`config.mk`:
```
export PLATFORM = sky130hd
export DESIGN_NAME = multi_cycle_controller
export DESIGN_NICKNAME = d
export VERILOG_FILES = /design/src/rtl/riscv_ctrl_pkg.sv /design/src/rtl/alu_decoder.sv /design/src/rtl/multi_cycle_controller.sv
export SDC_FILE = /design/constraint.sdc
export NUM_CORES = 1
export LEC_CHECK = 0
export ABC_AREA = 1
export BUFFER_PORTS_ARGS = -buffer_cell sky130_fd_sc_hd__buf_2
export CAP_MARGIN = 30
export CORE_MARGIN = 5
export CORE_UTILIZATION = 24
export DETAILED_ROUTE_END_ITERATION = 7
export HOLD_SLACK_MARGIN = 0.08
export PLACE_DENSITY = 0.51
export SYNTH_ARGS = -nofsm -noshare
export SYNTH_HDL_FRONTEND = slang
export SYNTH_SLANG_ARGS = --single-unit
export TNS_END_PERCENT = 50
```
`constraint.sdc`:
```
create_clock -name clk -period 3.5 [get_ports clk]
set_input_delay 0.7 -clock clk [delete_from_list [all_inputs] [get_ports clk]]
set_output_delay 0.7 -clock clk [all_outputs]
set_load 0.005 [all_outputs]
```
`src/rtl/riscv_ctrl_pkg.sv`:
```
// Shared encodings for the multi-cycle RV32I control FSM:
// states, ALU ops, mux selects and opcode constants.
package riscv_ctrl_pkg;

  typedef enum logic [3:0] {
    S_FETCH    = 4'd0,
    S_DECODE   = 4'd1,
    S_MEMADR   = 4'd2,
    S_MEMREAD  = 4'd3,
    S_MEMWB    = 4'd4,
    S_MEMWRITE = 4'd5,
    S_EXECR    = 4'd6,
    S_EXECI    = 4'd7,
    S_ALUWB    = 4'd8,
    S_BRANCH   = 4'd9,
    S_JAL      = 4'd10,
    S_LUI      = 4'd11,
    S_TRAP     = 4'd15
  } state_e;

  localparam logic [3:0] ALU_ADD  = 4'd0;
  localparam logic [3:0] ALU_SUB  = 4'd1;
  localparam logic [3:0] ALU_AND  = 4'd2;
  localparam logic [3:0] ALU_OR   = 4'd3;
  localparam logic [3:0] ALU_XOR  = 4'd4;
  localparam logic [3:0] ALU_SLT  = 4'd5;
  localparam logic [3:0] ALU_SLTU = 4'd6;
  localparam logic [3:0] ALU_SLL  = 4'd7;
  localparam logic [3:0] ALU_SRL  = 4'd8;
  localparam logic [3:0] ALU_SRA  = 4'd9;

  localparam logic [1:0] RES_ALUOUT = 2'b00;
  localparam logic [1:0] RES_MEM    = 2'b01;
  localparam logic [1:0] RES_ALU    = 2'b10;

  localparam logic [1:0] SRCA_PC    = 2'b00;
  localparam logic [1:0] SRCA_OLDPC = 2'b01;
  localparam logic [1:0] SRCA_RS1   = 2'b10;
  localparam logic [1:0] SRCA_ZERO  = 2'b11;

  localparam logic [1:0] SRCB_RS2  = 2'b00;
  localparam logic [1:0] SRCB_IMM  = 2'b01;
  localparam logic [1:0] SRCB_FOUR = 2'b10;

  localparam logic [2:0] IMM_I = 3'b000;
  localparam logic [2:0] IMM_S = 3'b001;
  localparam logic [2:0] IMM_B = 3'b010;
  localparam logic [2:0] IMM_J = 3'b011;
  localparam logic [2:0] IMM_U = 3'b100;

  localparam logic [6:0] OP_LOAD   = 7'b0000011;
  localparam logic [6:0] OP_STORE  = 7'b0100011;
  localparam logic [6:0] OP_RTYPE  = 7'b0110011;
  localparam logic [6:0] OP_ITYPE  = 7'b0010011;
  localparam logic [6:0] OP_BRANCH = 7'b1100011;
  localparam logic [6:0] OP_JAL    = 7'b1101111;
  localparam logic [6:0] OP_LUI    = 7'b0110111;

  function automatic logic [2:0] imm_src_of(
    input logic [6:0] op
  );
    logic [2:0] r;
    r = IMM_I;
    if (op == OP_STORE)  r = IMM_S;
    if (op == OP_BRANCH) r = IMM_B;
    if (op == OP_JAL)    r = IMM_J;
    if (op == OP_LUI)    r = IMM_U;
    return r;
  endfunction

endpackage

```
`src/rtl/alu_decoder.sv`:
```
// funct3/funct7b5 to ALU operation, plus detection of
// I-type shifts whose funct7b5 is not a legal encoding.
module alu_decoder
  import riscv_ctrl_pkg::*;
(
  input  logic [2:0] in_funct3,
  input  logic       in_funct7b5,
  input  logic       in_is_rtype,
  output logic [3:0] out_alu_op,
  output logic       out_illegal_shift
);

  always_comb begin
    out_alu_op = ALU_ADD;
    unique case (in_funct3)
      3'b000: out_alu_op = (in_is_rtype && in_funct7b5)
                           ? ALU_SUB : ALU_ADD;
      3'b001: out_alu_op = ALU_SLL;
      3'b010: out_alu_op = ALU_SLT;
      3'b011: out_alu_op = ALU_SLTU;
      3'b100: out_alu_op = ALU_XOR;
      3'b101: out_alu_op = in_funct7b5 ? ALU_SRA : ALU_SRL;
      3'b110: out_alu_op = ALU_OR;
      3'b111: out_alu_op = ALU_AND;
    endcase
  end

  // slli needs instr[30]=0; srli/srai use it as the selector
  assign out_illegal_shift = !in_is_rtype &&
                             (in_funct3 == 3'b001) &&
                             in_funct7b5;

endmodule

```
`src/rtl/multi_cycle_controller.sv`:
```
// Control FSM for a multi-cycle RV32I datapath with a
// request/ready memory handshake and an illegal-op trap.
module multi_cycle_controller
  import riscv_ctrl_pkg::*;
#(
  parameter int STATE_W = 4
) (
  input  logic               clk,
  input  logic               reset,
  input  logic [6:0]         in_opcode,
  input  logic [2:0]         in_funct3,
  input  logic               in_funct7b5,
  input  logic               in_zero,
  input  logic               in_mem_ready,
  output logic               out_mem_req,
  output logic               out_mem_write,
  output logic               out_adr_src,
  output logic               out_ir_write,
  output logic               out_pc_write,
  output logic               out_reg_write,
  output logic [1:0]         out_result_src,
  output logic [1:0]         out_alu_src_a,
  output logic [1:0]         out_alu_src_b,
  output logic [3:0]         out_alu_op,
  output logic [2:0]         out_imm_src,
  output logic               out_illegal,
  output logic [STATE_W-1:0] out_state
);

  state_e     state_q, state_d;
  logic       is_load, is_store, is_rtype, is_itype;
  logic       is_branch, is_jal, is_lui;
  logic [3:0] dec_op;
  logic       bad_shift;

  assign is_load   = in_opcode == OP_LOAD;
  assign is_store  = in_opcode == OP_STORE;
  assign is_rtype  = in_opcode == OP_RTYPE;
  assign is_itype  = in_opcode == OP_ITYPE;
  assign is_branch = in_opcode == OP_BRANCH;
  assign is_jal    = in_opcode == OP_JAL;
  assign is_lui    = in_opcode == OP_LUI;

  alu_decoder u_alu_dec (
    .in_funct3         (in_funct3),
    .in_funct7b5       (in_funct7b5),
    .in_is_rtype       (is_rtype),
    .out_alu_op        (dec_op),
    .out_illegal_shift (bad_shift)
  );

  always_ff @(posedge clk or negedge reset) begin
    if (!reset) state_q <= S_FETCH;
    else        state_q <= state_d;
  end

  always_comb begin
    state_d        = state_q;
    out_mem_req    = 1'b0;
    out_mem_write  = 1'b0;
    out_adr_src    = 1'b0;
    out_ir_write   = 1'b0;
    out_pc_write   = 1'b0;
    out_reg_write  = 1'b0;
    out_result_src = RES_ALUOUT;
    out_alu_src_a  = SRCA_PC;
    out_alu_src_b  = SRCB_RS2;
    out_alu_op     = ALU_ADD;
    out_imm_src    = imm_src_of(in_opcode);
    out_illegal    = 1'b0;
    unique case (state_q)
      S_FETCH: begin
        out_mem_req    = 1'b1;
        out_alu_src_b  = SRCB_FOUR;
        out_result_src = RES_ALU;
        out_ir_write   = in_mem_ready;
        out_pc_write   = in_mem_ready;
        if (in_mem_ready) state_d = S_DECODE;
      end
      S_DECODE: begin
        out_alu_src_a = SRCA_OLDPC;
        out_alu_src_b = SRCB_IMM;
        unique case (1'b1)
          is_load, is_store:
            state_d = (in_funct3 == 3'b010)
                      ? S_MEMADR : S_TRAP;
          is_rtype:  state_d = S_EXECR;
          is_itype:
            state_d = bad_shift ? S_TRAP : S_EXECI;
          is_branch:
            state_d = (in_funct3[2:1] == 2'b00)
                      ? S_BRANCH : S_TRAP;
          is_jal:    state_d = S_JAL;
          is_lui:    state_d = S_LUI;
          default:   state_d = S_TRAP;
        endcase
      end
      S_MEMADR: begin
        out_alu_src_a = SRCA_RS1;
        out_alu_src_b = SRCB_IMM;
        state_d = is_load ? S_MEMREAD : S_MEMWRITE;
      end
      S_MEMREAD: begin
        out_mem_req = 1'b1;
        out_adr_src = 1'b1;
        if (in_mem_ready) state_d = S_MEMWB;
      end
      S_MEMWB: begin
        out_result_src = RES_MEM;
        out_reg_write  = 1'b1;
        state_d        = S_FETCH;
      end
      S_MEMWRITE: begin
        out_mem_req   = 1'b1;
        out_mem_write = 1'b1;
        out_adr_src   = 1'b1;
        if (in_mem_ready) state_d = S_FETCH;
      end
      S_EXECR: begin
        out_alu_src_a = SRCA_RS1;
        out_alu_src_b = SRCB_RS2;
        out_alu_op    = dec_op;
        state_d       = S_ALUWB;
      end
      S_EXECI: begin
        out_alu_src_a = SRCA_RS1;
        out_alu_src_b = SRCB_IMM;
        out_alu_op    = dec_op;
        state_d       = S_ALUWB;
      end
      S_ALUWB: begin
        out_reg_write = 1'b1;
        state_d       = S_FETCH;
      end
      S_BRANCH: begin
        out_alu_src_a = SRCA_RS1;
        out_alu_src_b = SRCB_RS2;
        out_alu_op    = ALU_SUB;
        out_pc_write  = in_zero ^ in_funct3[0];
        state_d       = S_FETCH;
      end
      S_JAL: begin
        out_alu_src_a = SRCA_OLDPC;
        out_alu_src_b = SRCB_FOUR;
        out_pc_write  = 1'b1;
        state_d       = S_ALUWB;
      end
      S_LUI: begin
        out_alu_src_a = SRCA_ZERO;
        out_alu_src_b = SRCB_IMM;
        state_d       = S_ALUWB;
      end
      S_TRAP: out_illegal = 1'b1;
      default: state_d = S_TRAP;
    endcase
    // reset forces FETCH; its strobes must stay quiet meanwhile
    if (!reset) begin
      out_mem_req   = 1'b0;
      out_mem_write = 1'b0;
      out_ir_write  = 1'b0;
      out_pc_write  = 1'b0;
      out_reg_write = 1'b0;
      out_illegal   = 1'b0;
    end
  end

  assign out_state = STATE_W'(state_q);

endmodule

```
==> results by group, run 1 <==
Critical path
  – Cell occurring most often along the worst timing path: sky130_fd_sc_hd__nand2_1
  – WP data required: between 2 and 3 ns
  – Kind of critical path: input pin to primary output
  – Largest stage delay, worst path: ~0.28 ns
  – Bufs and invs on worst path: 3
  – Critical path data arrival time: about 1.9 ns
  – CP startpoint kind: input pin
  – Cell type of the slowest stage on the worst timing path: sky130_fd_sc_hd__nor2_2
  – Capturing element type of the critical path: primary output
  – Critical path fanouts, max: 11
  – CP cell instances: buf_2 -> inv_2 -> nand2_1 -> nor2_2 -> nand2_1 -> o211ai_1 -> o2111ai_1 -> nand2_1 -> buf_2
  – CP delay by family, top: simple AND/OR/NAND/NOR gates

Synth
  – Gate count of the mapped netlist: ~140
  – Top cells by area in the synthesized netlist: sky130_fd_sc_hd__nand2_1, sky130_fd_sc_hd__inv_1, sky130_fd_sc_hd__dfrtp_1, sky130_fd_sc_hd__nor2_1, sky130_fd_sc_hd__nand3_1
  – Share of Yosys cell area claimed by the top area cell type: 0.158
  – Average footprint of a synthesized cell: 5.18 um2
  – Top cell type by total area after synthesis: sky130_fd_sc_hd__nand2_1
  – Cell area after synthesis: between 700 and 800 um2
  – Yosys warning total: 0
  – Post-synthesis register bit count: 4
  – Seq/Total Area, Yosys: 0.136
  – Number of distinct standard cells referenced by the synthesized netlist: 21
  – Post-synth net total: approximately 160

CTS
  – Clock slew seen by the registers of the worst setup and hold paths: approximately 0.040 ns
  – Hold buffer count at cts: 0
  – Number of H-tree levels: 1
  – Root buffer cell: sky130_fd_sc_hd__clkbuf_4
  – Count of instances resized after the clock tree is built: 0
  – Clock sink total: 4
  – Latest clock arrival within the worst-skew pair: 0.24 ns
  – TritonCTS buffer count: 3
  – Maximum buffer depth of the clock tree: 2
  – Count of buffers added by post-CTS timing repair for setup: 0
  – Clock tree from TritonCTS: yes

STA
  – Unrepaired setup endpoints after global routing: false
  – Final worst path period share: 0.730
  – Final-report max-slew violation count: 0
  – Count of endpoints failing setup in the final report: 0
  – FMAX: approximately 390 MHz
  – Worst setup slack after layout: 0.945 ns
  – Relative slew slack: 0.774
  – Worst-margin pin slew: approximately 0.34 ns
  – Final hold viol count: 0
  – Maximum clock skew at final layout: between 0.004 and 0.005 ns
  – Setup TNS: 0 ns
  – Min cycle time layout: 2.55 ns

Floorplanning
  – Number of top-level design ports: 39
  – Die X: 65.4 um
  – Starting Density: 0.245
  – Area of the die: 4270 um2
  – Row count: 20
  – Die Y: around 65 um
  – Area of the core region: 3000 um2

Drt
  – Post-detailed-route wirelength per cell: between 10 and 15 um
  – Total Routed Length: approximately 2200 um
  – Total number of vias: about 960
  – Remaining antenna violation count after routing: 0
  – Detailed router's first-iteration violation count: slightly above 40
  – Pre-Repair DR Iteration Count: 4
  – Detail-routed via count per cell: between 4 and 5
  – DRC violations left: 0

Outcome
  – Status: complete, no violations

Placement
  – Setup slack at placement: roughly 0.95 ns
  – Estimated wirelength of the detail-placed design: 1940 um
  – Final weighted congestion of routability-driven global placement: ~0.83
  – Count of buffers inserted at the top-level ports: 38

Power and ir drop
  – Int Power: slightly below 0.0001 W
  – Peak supply drop: around 96 uV
  – Clock share of power: 0.416
  – Logic gate share of total power: 0.248
  – Switching Share: 0.295
  – Switch Pwr: about 0.00004 W
  – Static leakage: around 0.56 nW
  – Sequential share of power: 0.336
  – Power density over cell area: about 140 nW/um2

Final layout
  – Flip-flop count of the largest register, all copies and words added: 4
  – Diode insertion count for antenna repair: 0
  – Post-layout net count: between 150 and 200
  – Most frequent cells in the layout: sky130_fd_sc_hd__buf_2, sky130_fd_sc_hd__nand2_1, sky130_fd_sc_hd__inv_1
  – Fraction of final layout cells with drive strength greater than 1: 0.300
  – Layout overhead on the synthesized area: 32.0%
  – Share of the core filled with cells: 0.323
  – Number of inserted filler cells in the final layout: between 300 and 400
  – Leading cell type in the layout, fill and taps excluded: sky130_fd_sc_hd__buf_2

GRT
  – Vias in the first global route: 880
  – Largest net degree at the start of global routing: 12
  – Global router's overall resource usage: 0.104
  – Global-route wire length before repair: between 3000 and 4000 um
  – Overall overflow remaining after global route: 0
  – Number of antenna violations at the first check in global routing: 0

Hold path
  – Class of the most critical hold timing path: input pin to asynchronous set/reset pin

Flow run
  – Max-cap violation count: 0
-- per-stage QoR --
step	area (um2)	hold slack [ns]	total power, W	instances
after floorplan	736	0.404	0.0000651	142
after global placement	948	0.522	0.0000818	210
after detailed placement	948	0.522	0.0000814	210
after CTS	971	0.267	0.000141	213
after global routing	971	0.273	0.000149	213
final	971	0.274	0.000138	213
-- cell usage after synthesis (all sizes together) --
library cell / number
dfrtp: 4
inv: 30
a21oi: 10
a31oi: 1
o21ai: 6
nand3: 14
nor3: 5
a211oi: 2
nand2: 32
buf: 2
nor2: 30
o211ai: 3
xor2: 1
clkbuf: 1
o2111ai: 1
-- cells by family after synthesis --
logic type / after synthesis / synth area share
AND/OR/NAND/NOR: 81 / 0.483
buffers and inverters: 33 / 0.179
AO/OA/AOI/OAI: 23 / 0.190
flip-flops: 4 / 0.136
XOR/XNOR: 1 / 0.0119
-- power by group through the flow --
stage	logic [W]	clock network, W	registers [W]
detailed placement	0.0000343	0	0.0000471
finish	0.0000344	0.0000575	0.0000465
global placement	0.0000347	0	0.0000471
global route	0.0000392	0.0000634	0.0000464
CTS	0.0000345	0.0000602	0.0000465
floorplan	0.0000180	0	0.0000471
-- routing by layer --
metal / wire length, um / share of wire / up-vias / global-route usage
li1: - / - / 523 / -
met1: 1070 / 0.48 / 411 / 0.142
met2: 1020 / 0.46 / 22 / 0.176
met3: 132 / 0.059 / 0 / 0.0137
met4: 0 / 0 / 0 / 0.0155
met5: 0 / 0 / - / 0
-- layout make-up --
type,count,area [um2],area share
Tap cell,33,41.3,0.0425
Inverter,30,113,0.116
Timing Repair Buffer,38,190,0.196
Clock buffer,3,22.5,0.0232
Sequential cell,4,100,0.103
Multi-Input combinational cell,105,504,0.519
-- path summary, 6_finish.rpt --
check                        startpoint       endpoint  slack [ns]  depth (start not counted)
hold reg to reg            out_state[2]   out_state[2]        0.61                          2
max in group asynchronous         reset   out_state[1]        3.09                          1
setup reg to reg           out_state[3]   out_state[1]        2.03                          7
min in group clk           out_state[2]   out_state[2]        0.61                          2
hold / removal                    reset   out_state[3]        0.27                          1
setup / recovery           in_opcode[3]  out_alu_op[0]        0.95                          9
(Power assumes the default switching activity.)
==> inputs of run 2 (changes only) <==
- ABC_AREA: 1 -> 0
- clock period: 3.5 -> 2.25 ns (I/O delays scaled with it)
==> run 2 against run 1 <==
  * Sequential power grew to 3.1 times the previous value
  * Power grew to 7.7 times the previous value
  * Clock-buffer cell count stayed put
  * Non-clock buffer count is 11 higher
  * Wire length is 20% higher
  * Global-route usage hardly changed
  * Critical path type unchanged
  * Largest power group is now combinational logic
==> results by group, run 2 <==
Critical path
  – Reg2reg end: out_state[2]
  – WP data required: 1.80 ns (-1.00 ns)
  – Depth of the worst register-to-register path: 5 (-2)
  – CP delay by family, top: compound AO/OA/AOI/OAI gates
  – Setup slack on the worst flop-to-flop path: 0.39 ns (-1.64 ns)
  – CP cell instances: buf_2 -> or2_4 -> nor3_2 -> a311oi_1 -> a2111oi_1 -> a31o_2 -> buf_2
  – Origin of the critical flop-to-flop path: out_state[0]
  – CP startpoint kind: input pin
  – Cell type of the slowest stage on the worst timing path: sky130_fd_sc_hd__a2111oi_1
  – Bufs and invs on worst path: 2 (-1)
  – Cell occurring most often along the worst timing path: sky130_fd_sc_hd__buf_2
  – Critical path fanouts, max: 2 (-9)
  – Largest stage delay, worst path: 0.38 ns (+0.10 ns)
  – Capturing element type of the critical path: primary output
  – Critical path data arrival time: 1.72 ns (-0.13 ns)
  – Kind of critical path: input pin to primary output

Outcome
  – Status: complete, no violations

GRT
  – Largest net degree at the start of global routing: 21 (+9)
  – Vias in the first global route: 895 (+1.7%)
  – Overall overflow remaining after global route: 0 (unchanged)
  – Global-route wire length before repair: 4280 um (+15%)
  – Global router's overall resource usage: 0.104 (+0.000312)
  – Number of antenna violations at the first check in global routing: 0 (unchanged)

Power and ir drop
  – Static leakage: 0.539 nW (-4.1%)
  – Peak supply drop: 226 uV (+140%)
  – Power density over cell area: 930 nW/um2 (+550%)

STA
  – Count of endpoints failing setup in the final report: 0 (unchanged)
  – Min cycle time layout: around 2.2 ns
  – Final hold viol count: 0 (unchanged)
  – Relative slew slack: 0.744 (-0.0295)
  – Worst-margin pin slew: 0.383 ns (+0.0468 ns)
  – Unrepaired setup endpoints after global routing: false
  – Final-report max-slew violation count: 0 (unchanged)
  – Final worst path period share: 0.966
  – FMAX: between 400 and 500 MHz
  – Maximum clock skew at final layout: 0.00238 ns (-0.00214 ns)

CTS
  – Maximum buffer depth of the clock tree: 2 (unchanged)
  – Count of buffers added by post-CTS timing repair for setup: 0 (unchanged)
  – TritonCTS buffer count: 3 (unchanged)
  – Clock slew seen by the registers of the worst setup and hold paths: 0.03 ns (about the same)
  – Latest clock arrival within the worst-skew pair: 0.22 ns (-0.02 ns)
  – Root buffer cell: sky130_fd_sc_hd__clkbuf_8
  – Clock tree from TritonCTS: yes
  – Number of H-tree levels: 1 (unchanged)
  – Clock sink total: 4 (unchanged)

Final layout
  – Count of non-filler cells in the finished layout: 213 (unchanged)
  – Layout overhead on the synthesized area: 31.2%
  – Share of the core filled with cells: 0.320 (-0.00376)
  – Fraction of final layout cells with drive strength greater than 1: 0.364 (+0.0636)
  – Diode insertion count for antenna repair: 0 (unchanged)
  – Post-layout net count: 182 (-7.6%)
  – Flip-flop count of the largest register, all copies and words added: 4 (unchanged)
  – Most frequent cells in the layout: sky130_fd_sc_hd__buf_2, sky130_fd_sc_hd__nand2_1, sky130_fd_sc_hd__nor2_1
  – Number of inserted filler cells in the final layout: 405 (+15%)
  – Leading cell type in the layout, fill and taps excluded: sky130_fd_sc_hd__buf_2

Synth
  – Share of flip-flops with an asynchronous set or reset: 1.00 (unchanged)
  – Top cells by area in the synthesized netlist: sky130_fd_sc_hd__dfrtp_1, sky130_fd_sc_hd__clkbuf_8, sky130_fd_sc_hd__nand2_1, sky130_fd_sc_hd__nor2_1, sky130_fd_sc_hd__buf_6
  – Number of enable-type register cells in the synthesized netlist: 0 (unchanged)
  – Seq/Total Area, Yosys: 0.114 (-0.0221)
  – Share of Yosys cell area claimed by the top area cell type: 0.114 (-0.0442)
  – Post-synthesis register bit count: 4 (unchanged)
  – Top cell type by total area after synthesis: sky130_fd_sc_hd__dfrtp_1
  – Gate count of the mapped netlist: 124 (-13%)
  – Dominant register cell in the synthesized netlist: sky130_fd_sc_hd__dfrtp_1
  – Commonest cells post-synth: sky130_fd_sc_hd__nand2_1, sky130_fd_sc_hd__nor2_1, sky130_fd_sc_hd__a21oi_1, sky130_fd_sc_hd__o21ai_0, sky130_fd_sc_hd__nor3_1
  – Yosys warning total: 0 (unchanged)
  – Cell area after synthesis: 878 um2 (+19%)
  – Post-synth net total: 139 (-11%)
  – Average footprint of a synthesized cell: 7.08 um2 (+37%)
  – Number of distinct standard cells referenced by the synthesized netlist: 50 (+140%)

Floorplanning
  – Area of the die: 4970 um2 (+16%)
  – Starting Density: 0.244 (-0.00142)
  – Number of top-level design ports: 39 (unchanged)
  – Area of the core region: 3610 um2 (+20%)
  – Die Y: 70.5 um (+7.8%)
  – Die X: 70.5 um (+7.8%)
  – Row count: 22 (+10%)

Hold path
  – Class of the most critical hold timing path: input pin to asynchronous set/reset pin

Placement
  – Count of buffers inserted at the top-level ports: 38 (unchanged)
  – Placed cells: 209 (-0.48%)
  – Final weighted congestion of routability-driven global placement: 0.791 (-5.1%)
  – Estimated wirelength of the detail-placed design: 2110 um (+8.5%)

Flow run
  – Max-cap violation count: 0 (unchanged)

Drt
  – DRC violations left: 0 (unchanged)
  – Detail-routed via count per cell: 5.02 (+12%)
  – Detailed router's first-iteration violation count: 34 (-17%)
  – Total number of vias: 1,070 (+12%)
  – Total Routed Length: 2660 um (+20%)
  – Pre-Repair DR Iteration Count: 4 (unchanged)
  – Post-detailed-route wirelength per cell: 12.5 um (+20%)
  – Remaining antenna violation count after routing: 0 (unchanged)
==> run 2: cell count changes after synthesis, sizes merged, moves of 5 or more <==
| cell | previous run | this run |
|---|---|---|
| inv | 30 | 4 |
| nor2 | 30 | 13 |
| nand2 | 32 | 13 |
| clkbuf | 1 | 6 |
| nand3 | 14 | 2 |
==> run 2: power by group <==
group | switching, W | internal (W) | leakage (nW)
Combinational | 0.000427 | 0.000352 | 0.467
Sequential | 0.0000375 | 0.000105 | 0.0506
Clock | 0.0000366 | 0.000114 | 0.0216
==> run 2: timing repair <==
item / CTS / global route
endpoints found under the setup margin: 1 / 0
hold buffers: 1 / 0
resized for setup: 2 / 0
hold endpoints to repair: 4 / 0
==> run 2: metal layers <==
| layer | track usage | routed length (um) |
|---|---|---|
| met3 | 0.0129 | 211 |
| met1 | 0.136 | 1220 |
| met2 | 0.163 | 1200 |
| met4 | 0.0574 | 28 |
| met5 | 0 | 0 |
==> run 2: cells by family after synthesis <==
group                     synth area share
buffers and inverters                0.141
muxes                               0.0356
xor gates and xnor gates            0.0499
DFF                                  0.114
and+or+nand+nor                      0.415
AOI/OAI and AO/OA                    0.245
==> run 2: final cells by class <==
| cell class | count | area [um2] | share of cell area |
|---|---|---|---|
| clock buffer | 3 | 41.3 | 0.0358 |
| inverter | 4 | 15.0 | 0.0130 |
| sequential | 4 | 100 | 0.0869 |
| tap | 48 | 60.1 | 0.0521 |
| multi-input combinational | 105 | 661 | 0.573 |
| timing repair buffer | 49 | 275 | 0.239 |
==> run 2: how the worst max path moves through the flow <==
stage	startpoint	endpoint	slack, ns	depth (start not counted)
global placement	in_opcode[2]	out_alu_op[0]	-0.07	7
finish	in_opcode[2]	out_alu_op[0]	0.08	7
global route	in_opcode[2]	out_alu_op[0]	0.02	7
CTS	in_opcode[2]	out_alu_op[0]	0.04	7
floorplan	in_opcode[2]	out_alu_op[0]	0.33	5
detailed placement	in_opcode[2]	out_alu_op[0]	-0.10	7
==> run 2: stage by stage <==
stage / total power (W) / hold slack [ns] / instance area (um2) / setup slack [ns] / TNS [ns]
floorplan: 0.000717 / 0.154 / 878 / 0.330 / 0
global placement: 0.000926 / 0.298 / 1090 / -0.0680 / -0.0680
detailed placement: 0.000924 / 0.300 / 1090 / -0.103 / -0.103
CTS: 0.00108 / 0.607 / 1150 / 0.0443 / 0
global route: 0.00117 / 0.647 / 1150 / 0.0187 / 0
finish: 0.00107 / 0.611 / 1150 / 0.0768 / 0
==> run 2: worst reg2reg max path, delay by kind of cell (launching register included) <==
family,cells,cell delay [ns]
compound gates,2,0.26
simple gates,2,0.79
flops,1,0.48
buf+inv,1,0.21
==> inputs of run 3 (changes only) <==
- PLACE_DENSITY: 0.51 -> 0.49
- clock period: 2.25 -> 2.4 ns (I/O delays scaled with it)
==> run 3 against run 2 <==
  * Clock power down 4%
  * Sequential power down 21%
  * First-iteration DRC count up 44%
  * Global-route usage up 0.29 points
  * Flip-flop and latch count unchanged
  * Power down 7.7%
  * Cell count down 0.94%
  * Register-to-register slack better by 0.25 ns
  * Setup slack better by 0.090 ns
  * Design area down 2.0%
  * Combinational power down 6.2%
  * Via count down 0.84%
  * Critical path type unchanged
  * Critical endpoint unchanged
  * Largest power group unchanged
==> results by group, run 3 (synthesized netlist as in run 2, its figures left out) <==
GRT
  – Global router's overall resource usage: 0.107 (+0.00292)
  – Vias in the first global route: 990 (+11%)
  – Overall overflow remaining after global route: 0 (unchanged)
  – Largest net degree at the start of global routing: 21 (unchanged)
  – Global-route wire length before repair: 4400 um (+2.8%)
  – Number of antenna violations at the first check in global routing: 0 (unchanged)

CTS
  – TritonCTS buffer count: 3 (unchanged)
  – Count of buffers added by post-CTS timing repair for setup: 0 (unchanged)
  – Latest clock arrival within the worst-skew pair: 0.22 ns (about the same)
  – Root buffer cell: sky130_fd_sc_hd__clkbuf_8
  – Number of H-tree levels: 1 (unchanged)
  – Clock sink total: 4 (unchanged)
  – Clock slew seen by the registers of the worst setup and hold paths: 0.03 ns (about the same)
  – Maximum buffer depth of the clock tree: 2 (unchanged)
  – Clock tree from TritonCTS: yes

Power and ir drop
  – Int Power: 0.000525 W (-8.0%)
  – Switching Share: 0.469 (+0.00180)
  – Logic gate share of total power: 0.740 (+0.013)
  – Power density over cell area: 875 nW/um2 (-5.9%)
  – Switch Pwr: 0.000464 W (-7.4%)
  – Static leakage: 0.530 nW (-1.8%)
  – Peak supply drop: 190 uV (-16%)
  – Clock share of power: 0.147 (+0.006)
  – Sequential share of power: 0.113 (-0.020)

Final layout
  – Share of the core filled with cells: 0.313 (-0.00625)
  – Fraction of final layout cells with drive strength greater than 1: 0.356 (-0.00781)
  – Most frequent cells in the layout: sky130_fd_sc_hd__buf_2, sky130_fd_sc_hd__nand2_1, sky130_fd_sc_hd__nor2_1
  – Layout overhead on the synthesized area: 28.6%
  – Diode insertion count for antenna repair: 0 (unchanged)
  – Leading cell type in the layout, fill and taps excluded: sky130_fd_sc_hd__buf_2
  – Post-layout net count: 180 (-1.1%)
  – Flip-flop count of the largest register, all copies and words added: 4 (unchanged)

Critical path
  – Cell type of the slowest stage on the worst timing path: sky130_fd_sc_hd__a2111oi_1
  – Largest stage delay, worst path: 0.32 ns (-0.06 ns)
  – CP startpoint kind: input pin
  – CP cell instances: buf_2 -> or2_4 -> nor3_1 -> a311oi_1 -> a2111oi_1 -> a31o_2 -> buf_2
  – WP data required: 1.92 ns (+0.12 ns)
  – Bufs and invs on worst path: 2 (unchanged)
  – Critical path fanouts, max: 2 (unchanged)
  – Critical path data arrival time: 1.75 ns (+0.03 ns)
  – Kind of critical path: input pin to primary output
  – Capturing element type of the critical path: primary output
  – Cell occurring most often along the worst timing path: sky130_fd_sc_hd__buf_2
  – CP delay by family, top: compound AO/OA/AOI/OAI gates

Outcome
  – Status: complete, no violations

Placement
  – Estimated wirelength of the detail-placed design: 2100 um (-0.39%)
  – Final weighted congestion of routability-driven global placement: 0.807 (+2.0%)
  – Count of buffers inserted at the top-level ports: 38 (unchanged)

Drt
  – Total number of vias: 1,061 (-0.84%)
  – Detail-routed via count per cell: 5.03 (about the same)
  – Detailed router's first-iteration violation count: 49 (+44%)
  – Total Routed Length: 2640 um (-0.90%)
  – Remaining antenna violation count after routing: 0 (unchanged)
  – Post-detailed-route wirelength per cell: 12.5 um (about the same)
  – Pre-Repair DR Iteration Count: 4 (unchanged)
  – DRC violations left: 0 (unchanged)

STA
  – Count of endpoints failing setup in the final report: 0 (unchanged)
  – Unrepaired setup endpoints after global routing: false
  – FMAX: between 400 and 500 MHz
  – Worst-margin pin slew: 0.371 ns (-0.0115 ns)
  – Maximum clock skew at final layout: 0.00353 ns (+0.00114 ns)
  – Final hold viol count: 0 (unchanged)
  – Min cycle time layout: between 2 and 2.5 ns
  – Final worst path period share: 0.931
  – Final-report max-slew violation count: 0 (unchanged)
  – Relative slew slack: 0.749 (+0.00505)
  – Setup TNS: 0 ns (unchanged)

Floorplanning
  – Area of the die: 4970 um2 (unchanged)
  – Row count: 22 (unchanged)
  – Number of top-level design ports: 39 (unchanged)
  – Die Y: 70.5 um (unchanged)
  – Starting Density: 0.244 (unchanged)
  – Die X: 70.5 um (unchanged)
  – Area of the core region: 3610 um2 (unchanged)

Flow run
  – Max-cap violation count: 0 (unchanged)

Hold path
  – Class of the most critical hold timing path: input pin to asynchronous set/reset pin
## run 3: cell count changes in the layout (fill, tap and decap cells not counted), sizes merged
cell	before	now
dlygate4sd3	1	0
buf	48	47
## run 3: final cells by class
class                           count  area (um2)
Clock buffer                        3        41.3
Inverter                            4        15.0
Sequential cell                     4         100
Timing Repair Buffer               47         258
Multi-Input combinational cell    105         656
Fill cell                         420        2480
Tap cell                           48        60.1
## run 3: worst paths after layout
check	startpoint	depth (start not counted)	slack, ns	end
worst max-delay path	in_opcode[2]	7	0.17	out_alu_op[0]
worst min-delay path	reset	1	0.1	out_state[2]
worst max register to register	out_state[0]	5	0.64	out_state[2]
worst min register to register	out_state[3]	3	0.78	out_state[1]
max in group asynchronous	reset	1	2.13	out_state[1]
min in group clk	in_mem_ready	3	0.69	out_state[1]
## run 3: routing by layer
metal  GRT usage  wire [um]  vias up
met5           0          0        -
met4      0.0511         52        0
met3      0.0259        184        5
met2       0.170       1160       34
met1       0.133       1240      482
li1            -          -      540
## run 3: timing repair
action                                  CTS  global route
hold buffers                              0             0
endpoints found under the setup margin    0             1
resized for setup                         0             1
## run 3: worst reg2reg max path: stages, from the launching register on
cell and delay (ns):
sky130_fd_sc_hd__dfrtp_1 0.36, sky130_fd_sc_hd__buf_4 0.19, sky130_fd_sc_hd__or3_1 0.38, sky130_fd_sc_hd__or4_4 0.44
sky130_fd_sc_hd__a31oi_1 0.18, sky130_fd_sc_hd__a21oi_1 0.08
## run 3: per-stage QoR
stage	std cells	worst slack (ns)	power, W	area, um2	hold slack (ns)
final	211	0.167	0.000989	1130	0.0962
after global routing	211	0.0431	0.00110	1130	0.110
after CTS	211	0.0496	0.000998	1130	0.0960
after detailed placement	208	0.0500	0.000850	1090	0.329
after global placement	208	0.0561	0.000846	1090	0.327
after floorplan	124	0.420	0.000672	878	0.184
## run 3: power by group through the flow
| stage | sequential (W) | clock [W] | combinational, W |
|---|---|---|---|
| after floorplan | 0.000123 | 0 | 0.000549 |
| after global placement | 0.000114 | 0 | 0.000732 |
| after CTS | 0.000113 | 0.000148 | 0.000738 |
| final | 0.000112 | 0.000145 | 0.000731 |
| after global routing | 0.000115 | 0.000151 | 0.000830 |
| after detailed placement | 0.000113 | 0 | 0.000736 |
